`src/rtl/pixel_writer.sv`:
```
// pixel_writer: buffers draw-point requests in a 4-deep FIFO and performs one SRAM
// read-modify-write per point during video blanking. Optional erase: PIXEL_WRITER_ERASE_EN.
module pixel_writer (
   input  logic        clk,
   input  logic        reset,
   input  logic        pt_valid,
   output logic        pt_ready,
   input  logic [9:0]  pt_x,
   input  logic [8:0]  pt_y,
   input  logic        pt_erase,
   input  logic [10:0] hcounter,
   input  logic [9:0]  vcounter,
   input  logic        ready,
   output logic [17:0] address,
   input  logic [15:0] data_read,
   output logic [15:0] data_write,
   output logic        read,
   output logic        write,
   output logic        busy,
   output logic        dropped
);
   typedef enum logic [2:0] {
      IDLE      = 3'd0,
      ADDR      = 3'd1,
      RD_STROBE = 3'd2,
      CAPTURE   = 3'd3,
      WR_STROBE = 3'd4,
      WR_WAIT   = 3'd5
   } state_t;

   state_t      state_r, state_nxt_s;
   logic [9:0]  fifo_x_r [4];
   logic [8:0]  fifo_y_r [4];
   logic [1:0]  wr_ptr_r, rd_ptr_r;
   logic [2:0]  count_r, count_nxt_s;
   logic [2:0]  bit_idx_r;
   logic        erase_op_r;
   logic [17:0] address_r;
   logic [15:0] data_write_r;
   logic        read_r, write_r, busy_r, dropped_r;
   logic        in_range_s, accept_s, push_s, pop_s, blank_s, head_erase_s;
   logic [9:0]  head_x_s;
   logic [8:0]  head_y_s;
   logic [17:0] head_addr_s;
   logic [7:0]  mask_s, new_byte_s;
   logic        unused_s;

   // Byte address = y*80 + x/8, with y*80 built as y*64 + y*16.
   function automatic logic [17:0] pixel_addr(input logic [9:0] x, input logic [8:0] y);
      pixel_addr = {3'b000, y, 6'b000000} + {5'b00000, y, 4'b0000} + {11'b000_0000_0000, x[9:3]};
   endfunction

`ifdef PIXEL_WRITER_ERASE_EN
   logic fifo_e_r [4];

   // Erase flag travels with its point through the FIFO.
   always_ff @(posedge clk) begin
      if (push_s) begin
         fifo_e_r[wr_ptr_r] <= pt_erase;
      end
   end

   assign head_erase_s = fifo_e_r[rd_ptr_r];
   assign unused_s     = ^data_read[15:8];
`else
   assign head_erase_s = 1'b0;
   assign unused_s     = ^{pt_erase, data_read[15:8]};
`endif

   assign pt_ready    = (count_r != 3'd4);
   assign in_range_s  = (pt_x < 10'd640) && (pt_y < 9'd480);
   assign accept_s    = pt_valid && pt_ready;
   assign push_s      = accept_s && in_range_s;
   assign blank_s     = (hcounter >= 11'd640) || (vcounter >= 10'd480);
   assign pop_s       = (state_r == IDLE) && (count_r != 3'd0) && blank_s && ready;
   assign head_x_s    = fifo_x_r[rd_ptr_r];
   assign head_y_s    = fifo_y_r[rd_ptr_r];
   assign head_addr_s = pixel_addr(head_x_s, head_y_s);

   assign address    = address_r;
   assign data_write = data_write_r;
   assign read       = read_r;
   assign write      = write_r;
   assign busy       = busy_r;
   assign dropped    = dropped_r;

   // FIFO storage needs no reset: occupancy is tracked by the pointers and count.
   always_ff @(posedge clk) begin
      if (push_s) begin
         fifo_x_r[wr_ptr_r] <= pt_x;
         fifo_y_r[wr_ptr_r] <= pt_y;
      end
   end

   // Occupancy after this cycle's push and pop.
   always_comb begin
      count_nxt_s = count_r;
      if (push_s && !pop_s) begin
         count_nxt_s = count_r + 3'd1;
      end else if (pop_s && !push_s) begin
         count_nxt_s = count_r - 3'd1;
      end else begin
         count_nxt_s = count_r;
      end
   end

   // Read-modify-write sequencer; once started it runs to completion.
   always_comb begin
      state_nxt_s = state_r;
      case (state_r)
         IDLE: begin
            if (pop_s) state_nxt_s = ADDR;
            else       state_nxt_s = IDLE;
         end
         ADDR:      state_nxt_s = RD_STROBE;
         RD_STROBE: state_nxt_s = CAPTURE;
         CAPTURE:   state_nxt_s = WR_STROBE;
         WR_STROBE: state_nxt_s = WR_WAIT;
         WR_WAIT: begin
            if (ready) state_nxt_s = IDLE;
            else       state_nxt_s = WR_WAIT;
         end
         default:   state_nxt_s = IDLE;
      endcase
   end

   // Only the low byte carries pixels; the upper read byte is never trusted.
   always_comb begin
      mask_s = 8'd1 << bit_idx_r;
      if (erase_op_r) begin
         new_byte_s = data_read[7:0] & ~mask_s;
      end else begin
         new_byte_s = data_read[7:0] | mask_s;
      end
   end

   // State, FIFO bookkeeping and registered outputs.
   always_ff @(posedge clk) begin
      if (reset) begin
         state_r      <= IDLE;
         wr_ptr_r     <= 2'd0;
         rd_ptr_r     <= 2'd0;
         count_r      <= 3'd0;
         bit_idx_r    <= 3'd0;
         erase_op_r   <= 1'b0;
         address_r    <= 18'd0;
         data_write_r <= 16'h0000;
         read_r       <= 1'b0;
         write_r      <= 1'b0;
         busy_r       <= 1'b0;
         dropped_r    <= 1'b0;
      end else begin
         state_r <= state_nxt_s;
         count_r <= count_nxt_s;
         if (push_s) begin
            wr_ptr_r <= wr_ptr_r + 2'd1;
         end
         if (pop_s) begin
            rd_ptr_r   <= rd_ptr_r + 2'd1;
            address_r  <= head_addr_s;
            bit_idx_r  <= head_x_s[2:0];
            erase_op_r <= head_erase_s;
         end
         if (state_r == CAPTURE) begin
            data_write_r <= {8'h00, new_byte_s};
         end
         read_r    <= (state_nxt_s == RD_STROBE);
         write_r   <= (state_nxt_s == WR_STROBE);
         busy_r    <= (state_nxt_s != IDLE) || (count_nxt_s != 3'd0);
         dropped_r <= accept_s && !in_range_s;
      end
   end
endmodule
```
`config.mk`:
```
export PLATFORM = sky130hd
export DESIGN_NAME = pixel_writer
export DESIGN_NICKNAME = d
export VERILOG_FILES = /design/src/rtl/pixel_writer.sv
export SDC_FILE = /design/constraint.sdc
export NUM_CORES = 1
export LEC_CHECK = 0
export CAP_MARGIN = 15
export CORE_MARGIN = 3
export CORE_UTILIZATION = 30
export DETAILED_ROUTE_END_ITERATION = 16
export SLEW_MARGIN = 15
export SYNTH_ARGS = -nofsm -noshare
export SYNTH_HDL_FRONTEND = slang
export SYNTH_SLANG_ARGS = --single-unit
```
`constraint.sdc`:
```
create_clock -name clk -period 7.6 [get_ports clk]
set_input_delay 1.52 -clock clk [delete_from_list [all_inputs] [get_ports clk]]
set_output_delay 1.52 -clock clk [all_outputs]
set_load 0.02 [all_outputs]
```
== Word-level counts from Yosys, hierarchy flattened ==
Memory sizes are Yosys's and may differ from the RTL's. A register that Yosys moved wholly into a read port is not among the register bits.
Cells that the tools add are included.
W data, S select, Z words.

* Flip-flop bits (word level): 43
* Memory bits (writable): 76
* Bits of input ports: 61
* Memories: 2

{| class="wikitable"
|+ Memory list
! memory !! words !! width !! read ports !! clocked after memory_dff !! write ports !! line !! RTL
|-
| fifo_x_r || 4 || 10 || 1 || 1 || 1 || 32 || <nowiki>logic [9:0] fifo_x_r [4];</nowiki>
|-
| fifo_y_r || 4 || 9 || 1 || 1 || 1 || 33 || <nowiki>logic [8:0] fifo_y_r [4];</nowiki>
|}

* Add/subtract/negate cells: 6
* $lt $le $gt $ge: 4
* Equal/unequal tests: 8
* Shifts and indexed selects: 1
* Mux-type cells: 11
* Bitwise logic cells: 1
* Reduce and logical (&&, ||, !) cells: 18

{| class="wikitable"
|+ Operators with widths
! operator !! number
|-
| $pmux W3 S6 || 1
|-
| $add A16 B7 Y17 || 1
|-
| $add A15 B13 Y16 || 1
|-
| $ge A11 B10 Y1 const B || 1
|-
| $ge A10 B9 Y1 const B || 1
|-
| $lt A10 B10 Y1 const B || 1
|-
| $eq A3 B2 Y1 const B || 3
|-
| $eq A3 B3 Y1 const B || 3
|-
| $logic_and A1 B1 Y1 || 9
|-
| $lt A9 B9 Y1 const B || 1
|-
| $mux W3 || 3
|-
| $reduce_bool A3 Y1 || 3
|-
| $mux W2 || 4
|-
| $or A8 B8 Y8 || 1
|-
| $shl A1 B3 Y8 const A || 1
|-
| $add A2 B1 Y2 const B || 2
|-
| $add A3 B1 Y3 const B || 1
|-
| $eq A3 B1 Y1 const B || 1
|-
| $logic_not A1 Y1 || 3
|-
| $logic_not A3 Y1 || 1
|-
| $mux W1 || 3
|-
| $ne A3 B3 Y1 const B || 1
|-
| $sub A3 B1 Y3 const B || 1
|-
| $logic_or A1 B1 Y1 || 2
|}

== Depth between registers and ports, before layout ==
Gate-level depths: netlist of the first run.

* Depth after elaboration: 9
* Depth in mapped cells: 12

== Least setup slack after synthesis of the first run ==
Ideal clock, no wire load.

* Path type: reg-to-reg
* Start point: register (tool-made name)
* End point: register address_r[11] (netlist: address[11])
* Setup time: 0.070 ns
* Arrival: 3.340 ns
* Required time: 7.530 ns
* Slack: 4.190 ns
* Cell stages (with the launch flop): 12
* Cell sequence: dfxtp_1 -> buf_2 -> buf_2 -> mux4_2 -> ha_1 -> ha_1 -> fa_1 -> a211oi_1 -> nor2_1 -> o31a_1 -> a211o_1 -> a21oi_1

{| class="wikitable"
|+ RTL lines
! item !! line !! RTL
|-
| to (signal assigned) || 160 || <nowiki>address_r <= head_addr_s;</nowiki>
|-
| to (decl) || 38 || <nowiki>logic [17:0] address_r;</nowiki>
|}

== Worst setup path after layout of the first run ==
* Start point: input port pt_x[8]
* End point: memory fifo_y_r[0][0], enable pin

* Cells in the longest elaborated chain, start to end: 5

{| class="wikitable"
|+ RTL lines
! item !! line !! RTL
|-
| from (decl) || 8 || <nowiki>input logic [9:0] pt_x,</nowiki>
|-
| $lt A10 B10 Y1 || 71 || <nowiki>assign in_range_s = (pt_x < 10'd640) && (pt_y < 9'd480);</nowiki>
|-
| $logic_and A1 B1 Y1 || 71 ||
|-
| $logic_and A1 B1 Y1 || 73 || <nowiki>assign push_s = accept_s && in_range_s;</nowiki>
|-
| $mux W1 || 89 || <nowiki>if (push_s) begin</nowiki>
|-
| $mux W1 (implied by the code) || 91 || <nowiki>fifo_y_r[wr_ptr_r] <= pt_y;</nowiki>
|-
| to (decl) || 33 ||
|}

Every way passes these cells.

==> results.md, run 1 <==
* Row Count at 47
* Mapped Avg Cell Area at 13.2 sq um
* Die area at between 15,000 and 20,000 sq um
* Chip width at roughly 140 um
* TritonCTS clock tree: done
* Setup crit start: pt_x[8]
* Port-buffer cells at between 60 and 70
* CTS clk-pin slew, worst paths at 0.05 ns
* Yosys cell types at 49
* Top FF cell, synth: edfxtp_1
* Unrepaired setup endpoints after global routing: false
* Hold_buf cts at 0
* Max Cap Viol at 0
* Clk Latency, worst-skew pair at about 0.42 ns
* Peak VDD IR at approximately 0.18 mV
* Post-Synth XOR/XNOR Area at around 1.2%
* Endpoint type of the worst setup path: flop
* Post-synth ARST share at 0%
* Core area at between 15,000 and 20,000 sq um
* Routed WL at ~11 mm
* # resized after CTS at 0
* I/O pin total at 100
* GRT Total Usage at ~12%
* Synth Register Bits at 119
* Psw at around 0.79 mW
* Sequential power share at approximately 33%
* Largest family of logic cells by synthesized area: compound AO/OA/AOI/OAI gates
* CTS buffer count at 17
* Fin crit period at about 4 ns
* Vias at approximately 3,300
* Fmax at about 0.25 GHz
* Max H-tree Level at 4
* Area delta synth->final at 28.9%
* Outcome: complete, no violations
* Multiplexer area fraction after synthesis at around 8.3%
* Synth area leader: edfxtp_1
* Synth Area in Adders at under 10%
* Area share of and/or/nand/nor cells after synthesis at under 10%
* Nets at 550
* Yosys warning count at 0
* Post-route ant nets at 0
* Cell area after synthesis at about 5200 sq um
* CP required at 7.63 ns
* Worst hold start: address[12]
* Initial Util at 30.9%
* Max clock buf depth at 2
* Number of global-route vias before repair at approximately 3,200
* Antenna violations before repair at 0
* Compound-Gate Fraction of Synth Area at 9.58%
* Skew final at roughly 0.012 ns
* Number of vias per cell at ~4.7
* Period utilization at about half
* Slew Limit Fails at 0
* Cells after synthesis at just under 400
* Diode count at 0
* Top cell type's share of synthesized area at about 44%
* Fin. Hold Viols at 0
* Seq/Total Area, Yosys at between 60 and 70%
* CP arrival at between 3 and 4 ns
* Hold crit path type: reg2reg
* Layout cells sized above 1 at between 10% and 20%
* Clock power share at about a third
* Clock net sink count at ~120
* Area after detailed placement at 6020 sq um
* Dpl hpwl at just over 7 mm
* Slew headroom at 30.4%
* Pin count of the biggest net entering global routing at 39
* DRC at 0
* Setup violators final at 0
* Remaining Overflow, GRT at 0
* P_int at between 1.5 and 2 mW
* Worst-Margin Slew at ~1.0 ns
* Post-route cell area at about 6700 sq um
* DR WL/cell at around 15 um
* DRT iter0 DRCs at about 180
* Power Dens Cells at between 300 and 400 nW/um^2
* DRT Pass-1 Iters at 6
* Post-CTS Repair Setup Buffers at 0
* Die height at 137 um
* Synth top area cells: edfxtp_1 (44%), dfxtp_1 (17%), mux4_2 (8.3%)
* CP Max Fanout at 19
* Critical path class: in2reg
* CP startpoint kind: input port
* Gpl congestion at ~0.74
* Sw Share at 31.3%
* Post-synth EDFFs at 76
* Fillers at 1,577
* Final setup TNS at 0 ns
* Global-route wire length before repair at approximately 17 mm
* Comb power frac at 34.0%
* Leak at roughly 2.3 nW
* Clk root buf: clkbuf_16
[layout by cell type, fill, tap and decap left out, types with 6 or more instances in the layout]
cell type and instances:
nand3_1 7, nor3_1 7, inv_1 12, ha_1 24, xnor2_1 7, conb_1 10
a211oi_1 6, o21ai_0 16, edfxtp_1 76, dfxtp_1 43, nor2_1 22, clkdlybuf4s50_1 68
a21oi_1 26, nand2_1 37, mux4_2 19, clkbuf_16 17
[sequential cells by signal (all words and copies together), names as in the netlist, named ones only]
register    flops
dropped         1
rd_ptr_r        2
count_r         3
address        16
read            1
fifo_y_r       36
state_r         3
data_write      8
write           1
busy            1
wr_ptr_r        2
fifo_x_r       40
bit_idx_r       3
[cell usage after synthesis (2+ instances only)]
cell type	number
or2_2	3
nand4_1	2
o211ai_1	3
and2_1	4
a211oi_1	6
o22ai_1	3
fa_1	2
nor4_1	2
o21a_1	4
inv_1	12
edfxtp_1	76
nand3_1	7
nand2_1	37
a21o_1	3
mux4_2	19
nand2b_1	2
dfxtp_1	43
clkbuf_1	12
buf_2	5
buf_4	10
nor3b_1	3
a31oi_1	4
and3_1	2
o21ai_0	16
ha_1	24
a211o_1	2
o221ai_1	2
nor3_1	7
a21oi_1	26
nor2_1	22
xnor2_1	7
or3_1	4
[cells by family after synthesis]
group | Yosys count
AO/OA/AOI/OAI | 79
XOR/XNOR | 7
adder cells (fa/ha/maj) | 26
buffers and inverters | 40
flip-flops | 119
multiplexers | 19
other | 1
AND/OR/NAND/NOR | 100
[stage by stage]
stage	std cells	util [%]	hold slack, ns	worst slack [ns]	total power, mW
finish	696	39.8	0.448	3.67	2.53
global route	696	39.8	0.474	3.50	2.69
CTS	696	39.8	0.453	3.62	2.55
detailed placement	664	36.1	0.448	3.20	1.70
global placement	664	36.1	0.446	3.21	1.69
floorplan	400	-	0.469	4.19	1.45
[worst max-delay path, cell delays in order]
cell	delay (ns)
clkdlybuf4s50_1	0.47
o21ai_0	0.59
and3_1	0.48
and2_1	0.88
[worst paths after layout]
kind,slack (ns),cells past startpoint,end
min,0.45,2,address[12]
min reg2reg,0.45,2,address[12]
max,3.67,4,fifo_y_r[0][0]
max reg2reg,4.17,10,address[11]
[metal layers]
| metal | wire (um) | up-vias | track usage (%) | share of wire (%) |
|---|---|---|---|---|
| met4 | 191 | 0 | 4.60 | 1.8 |
| met2 | 5030 | 82 | 19.2 | 47 |
| li1 | - | 1591 | - | - |
| met1 | 4770 | 1578 | 15.0 | 45 |
| met3 | 703 | 15 | 4.85 | 6.6 |
| met5 | 0 | - | 0 | 0 |
[power by group through the flow]
stage	logic, mW	registers (mW)	clock network, mW
2_1_floorplan	0.581	0.874	0
3_3_place_gp	0.850	0.836	0
3_5_place_dp	0.861	0.840	0
4_1_cts	0.868	0.827	0.856
5_1_grt	0.962	0.836	0.891
6_report	0.860	0.826	0.842
[cell type report]
cell class,instances,area [sq um],area share [%]
Timing Repair Buffer,72,711,10.7
Clock buffer,24,482,7.24
Clock inverter,8,146,2.20
Sequential cell,119,3140,47.3
Multi-Input combinational cell,241,1850,27.8
Tap cell,220,275,4.14
Inverter,12,45.0,0.677
(Power assumes the default switching activity.)
==> run 2, diff against run 1 <==
==> constraint.sdc (replaced) <==
create_clock -name clk -period 3.53 [get_ports clk]
set_input_delay 0.706 -clock clk [delete_from_list [all_inputs] [get_ports clk]]
set_output_delay 0.706 -clock clk [all_outputs]
set_load 0.02 [all_outputs]
==> results.md, run 2 (synthesis results as in run 1) <==
* Outcome: complete, no violations (unchanged)
* Global-route wire length before repair at 18.4 mm (was 16.8 mm)
* Die area at 18,800 sq um (unchanged)
* Remaining Overflow, GRT at 0 (unchanged)
* Number of global-route vias before repair at 3,487 (was 3,238)
* Leak at 2.34 nW (was 2.29 nW)
* Slew headroom at 54.0% (was 30.4%)
* CP startpoint kind: flop (was input port)
* Clk Latency, worst-skew pair at 0.41 ns (was 0.42 ns)
* Fin. Hold Viols at 0 (unchanged)
* Max Cap Viol at 0 (unchanged)
* Reg-to-Reg End: address[11] (unchanged)
* Reg2reg path depth at 9 (was 10)
* Post-route insts no fill at 705 (was 696)
* Max H-tree Level at 4 (unchanged)
* Endpoint type of the worst setup path: flop (unchanged)
* Number of vias per cell at 4.67 (was 4.69)
* CP arrival at 3.53 ns (was 3.96 ns)
* CP required at 3.85 ns (was 7.63 ns)
* Chip width at 137 um (unchanged)
* CP Max Fanout at 7 (was 19)
* Biggest register: fifo_x_r (unchanged)
* Clk root buf: clkbuf_16 (unchanged)
* Hold_buf cts at 0 (unchanged)
* DRT iter0 DRCs at 224 (was 176)
* Antenna violations before repair at 0 (unchanged)
* Routed WL at 11.2 mm (was 10.7 mm)
* Most frequent cells in the layout: edfxtp_1 (76), clkdlybuf4s50_1 (68), dfxtp_1 (42) (was edfxtp_1 (76), clkdlybuf4s50_1 (68), dfxtp_1 (43))
* Vias at 3,294 (was 3,266)
* DRT Pass-1 Iters at 4 (was 6)
* Dpl hpwl at 7.53 mm (was 7.16 mm)
* GRT Total Usage at 12.9% (was 12.1%)
* Max clock buf depth at 2 (unchanged)
* Clock net sink count at 119 (unchanged)
* Hold crit path type: reg2reg (unchanged)
* Worst-Margin Slew at 0.687 ns (was 1.04 ns)
* I/O pin total at 100 (unchanged)
* Fmax at ~0.31 GHz
* Worst R2R Setup Slack at 0.33 ns (was 4.17 ns)
* Slew Limit Fails at 0 (unchanged)
* Port-buffer cells at 68 (unchanged)
* Diode count at 0 (unchanged)
* Area delta synth->final at 30.3% (was 28.9%)
* Period utilization at 90.8%
* Post-route ant nets at 0 (unchanged)
* End of the critical path: address[11] (was fifo_y_r[0][0])
* Placed Instances at 673 (was 664)
* Gpl congestion at 0.759 (was 0.742)
* Core area at 16,700 sq um (unchanged)
* Final setup TNS at 0 ns (unchanged)
* Pin count of the biggest net entering global routing at 22 (was 39)
* CTS buffer count at 17 (unchanged)
* Nets at 559 (was 550)
* Fin crit period at roughly 3.2 ns
* Layout cells sized above 1 at 13.4% (was 11.8%)
* Row Count at 47 (unchanged)
* Critical path class: reg2reg (was in2reg)
* TritonCTS clock tree: done (unchanged)
* Most common cell after layout, fill and taps aside: edfxtp_1 (unchanged)
* DR WL/cell at 15.9 um (was 15.4 um)
* Peak VDD IR at 0.399 mV (was 0.179 mV)
* Skew final at 0.00636 ns (was 0.0120 ns)
* DRC at 0 (unchanged)
* Largest register FFs at 40 (unchanged)
* Setup violators final at 0 (unchanged)
* Unrepaired setup endpoints after global routing: false (unchanged)
* Initial Util at 30.9% (unchanged)
* Die height at 137 um (unchanged)
* Power Dens Cells at 820 nW/um^2 (was 380 nW/um^2)
* CTS clk-pin slew, worst paths at 0.05 ns (about the same)
run 2: worst max-delay path, stage by stage, from the launching register on:
cell and delay, ns:
dfxtp_2 0.47, mux4_2 0.59, ha_1 0.32, ha_1 0.23
fa_1 0.44, a211oi_1 0.27, nor2_1 0.10, o31a_1 0.29
a211o_1 0.28, a21oi_1 0.13
run 2: report_power, final:
part           internal (mW)  total, mW  switching, mW
Sequential              1.67       1.80          0.138
Combinational          0.867       1.87           1.00
Clock                   1.26       1.84          0.577
Total                   3.80       5.52           1.72
run 2: final cells by class:
class / count / area (sq um)
timing repair buffer: 81 / 778
tap: 220 / 275
sequential: 119 / 3140
clock inverter: 10 / 176
fill: 1566 / 9980
inverter: 12 / 45.0
multi-input combinational: 241 / 1850
clock buffer: 22 / 454
run 2: timing repair:
action / CTS / global route
endpoints found under the setup margin: 0 / 6
resized for setup: 0 / 1
buffers inserted: 0 / 0
run 2: per-layer routing:
metal	up-vias	global-route usage, %	wire [um]
li1	1607	-	-
met1	1590	17.0	5250
met2	83	20.0	5300
met3	14	3.57	520
met4	0	5.43	143
met5	-	0	0
run 2: worst min path at each step:
stage | endpoint | startpoint | slack, ns | cells after the start
floorplan | wr_ptr_r[1] | wr_ptr_r[1] | 0.47 | 2
global placement | address[9] | address[9] | 0.45 | 2
detailed placement | address[12] | address[12] | 0.45 | 2
CTS | address[12] | address[12] | 0.45 | 2
global route | address[12] | address[12] | 0.46 | 2
finish | address[12] | address[12] | 0.45 | 2
run 2: stage by stage:
step           hold WS [ns]  setup WS [ns]  utilization [%]  total power, mW  area [sq um]
2_1_floorplan         0.469          0.120                -             3.13          5190
3_3_place_gp          0.447          0.152             36.5             3.67          6090
3_5_place_dp          0.447          0.129             36.5             3.71          6090
4_1_cts               0.454         0.0926             40.2             5.58          6720
5_1_grt               0.459          0.100             40.3             5.87          6720
6_report              0.451          0.326             40.3             5.52          6720
==> run 3, diff against run 2 <==
--- a/config.mk
+++ b/config.mk
@@ -9,6 +9,7 @@
 export CORE_MARGIN = 3
 export CORE_UTILIZATION = 30
 export DETAILED_ROUTE_END_ITERATION = 16
+export PLACE_DENSITY = 0.59
 export SLEW_MARGIN = 15
 export SYNTH_ARGS = -nofsm -noshare
 export SYNTH_HDL_FRONTEND = slang
==> results.md, run 3 (synthesis results as in run 1) <==
* Final core utilization at 40.2% (was 40.3%)
* Area delta synth->final at 30.2% (was 30.3%)
* CTS buffer count at 17 (unchanged)
* Core area at 16,700 sq um (unchanged)
* Hold crit path type: reg2reg (unchanged)
* Hold_buf cts at 0 (unchanged)
* FF+latch area at 3140 sq um (unchanged)
* Largest register FFs at 40 (unchanged)
* Final setup TNS at 0 ns (unchanged)
* Global-route wire length before repair at 17.8 mm (was 18.4 mm)
* Number of global-route vias before repair at 3,370 (was 3,487)
* Layout cells sized above 1 at 14.2% (was 13.4%)
* DRC at 0 (unchanged)
* Port-buffer cells at 68 (unchanged)
* Max H-tree Level at 4 (unchanged)
* Peak VDD IR at 0.352 mV (was 0.399 mV)
* Initial Util at 30.9% (unchanged)
* Setup violators final at 0 (unchanged)
* Worst hold start: address[11] (was address[12])
* Nets at 561 (was 559)
* Most frequent cells in the layout: edfxtp_1 (76), clkdlybuf4s50_1 (68), dfxtp_1 (42) (unchanged)
* Unrepaired setup endpoints after global routing: false (unchanged)
* Worst-Margin Slew at 0.679 ns (was 0.687 ns)
* Die area at 18,800 sq um (unchanged)
* Max Cap Viol at 0 (unchanged)
* Remaining Overflow, GRT at 0 (unchanged)
* Slew Limit Fails at 0 (unchanged)
* Endpoint type of the worst setup path: flop (unchanged)
* CP Max Fanout at 7 (unchanged)
* DR WL/cell at 15.5 um (was 15.9 um)
* DRT Pass-1 Iters at 4 (unchanged)
* Period utilization at 90.0% (was 90.8%)
* Max clock buf depth at 2 (unchanged)
* GRT Total Usage at 12.5% (was 12.9%)
* CTS clk-pin slew, worst paths at 0.05 ns (about the same)
* Diode count at 0 (unchanged)
* Antenna violations before repair at 0 (unchanged)
* Fmax at 0.315 GHz (was 0.312 GHz)
* CP startpoint kind: flop (unchanged)
* Routed WL at 10.9 mm (was 11.2 mm)
* Biggest register: fifo_x_r (unchanged)
* CP arrival at 3.51 ns (was 3.53 ns)
* Vias at 3,298 (was 3,294)
* Number of vias per cell at 4.66 (was 4.67)
* Pin count of the biggest net entering global routing at 21 (was 22)
* Power Dens Cells at 811 nW/um^2 (was 820 nW/um^2)
* I/O pin total at 100 (unchanged)
* Clk root buf: clkbuf_16 (unchanged)
* Most common cell after layout, fill and taps aside: edfxtp_1 (unchanged)
* Fin crit period at 3.18 ns (was 3.20 ns)
* Outcome: complete, no violations (unchanged)
* TritonCTS clock tree: done (unchanged)
* Final Total Pwr at 5.45 mW (was 5.52 mW)
* Final hold slack at 0.454 ns (was 0.451 ns)
* Leak at 2.34 nW (about the same)
* Fin. Hold Viols at 0 (unchanged)
* Die height at 137 um (unchanged)
* Dpl hpwl at 7.46 mm (was 7.53 mm)
* Clock net sink count at 119 (unchanged)
* Chip width at 137 um (unchanged)
* DRT iter0 DRCs at 346 (was 224)
* Clk Latency, worst-skew pair at 0.42 ns (was 0.41 ns)
* Row Count at 47 (unchanged)
* Gpl congestion at 0.806 (was 0.759)
* Footprint of the multi-input gates at 1850 sq um (unchanged)
* CP required at 3.86 ns (was 3.85 ns)
* Skew final at 0.0266 ns (was 0.00636 ns)
* Slew headroom at 54.5% (was 54.0%)
* Post-route ant nets at 0 (unchanged)
* Critical path class: reg2reg (unchanged)
* Fillers at 1,575 (was 1,566)
==> run 3: changes by cell type in the layout (fill, tap and decap cells not counted), sizes merged <==
cell,change
clkinv,+3
clkbuf,-4
buf,+2
bufinv,-1
clkinvlp,+2
==> run 3: metrics by stage <==
step                      instances  instance area (sq um)  setup slack, ns
after global routing            707                   6720            0.174
after CTS                       707                   6720            0.190
after detailed placement        675                   6110            0.221
final                           707                   6720            0.352
after floorplan                 400                   5190            0.120
after global placement          675                   6110            0.193
==> run 3: what timing repair did <==
action                     4_1_cts  5_1_grt
gates resized for setup          0        1
setup endpoints to repair        0        1
setup buffers                    0        0
==> run 3: per-layer routing <==
metal	vias up	global-route usage, %	share of wire [%]
li1	1617	-	-
met1	1598	16.2	47
met2	76	19.3	47
met3	7	4.85	5.2
met4	0	4.21	0.48
met5	-	0	0
==> run 3: worst paths after layout <==
check	end	cells after the start	slack, ns
setup / recovery	address[11]	9	0.35
hold / removal	address[11]	2	0.45
setup reg to reg	address[11]	9	0.35
hold reg to reg	address[11]	2	0.45
==> run 3: cell type report <==
| cell class | instances | area share, % |
|---|---|---|
| well taps | 220 | 4.10 |
| inverters | 12 | 0.670 |
| repair buffers | 83 | 11.8 |
| flip-flops and latches | 119 | 46.8 |
| multi-input cells | 241 | 27.5 |
| clock buffers | 18 | 6.39 |
| clock inverters | 14 | 2.72 |
==> run 3: report_power, final <==
group / internal (mW) / total (mW) / leakage, nW / switching [mW]
Sequential: 1.67 / 1.80 / 1.04 / 0.132
Combinational: 0.871 / 1.88 / 1.01 / 1.01
Clock: 1.17 / 1.77 / 0.291 / 0.595
==> run 3: critical path, cell delays in order (launching register included) <==
cell,delay [ns]
dfxtp_2,0.44
mux4_2,0.58
ha_1,0.32
ha_1,0.24
fa_1,0.44
a211oi_1,0.27
nor2_1,0.10
o31a_1,0.29
a211o_1,0.28
a21oi_1,0.13
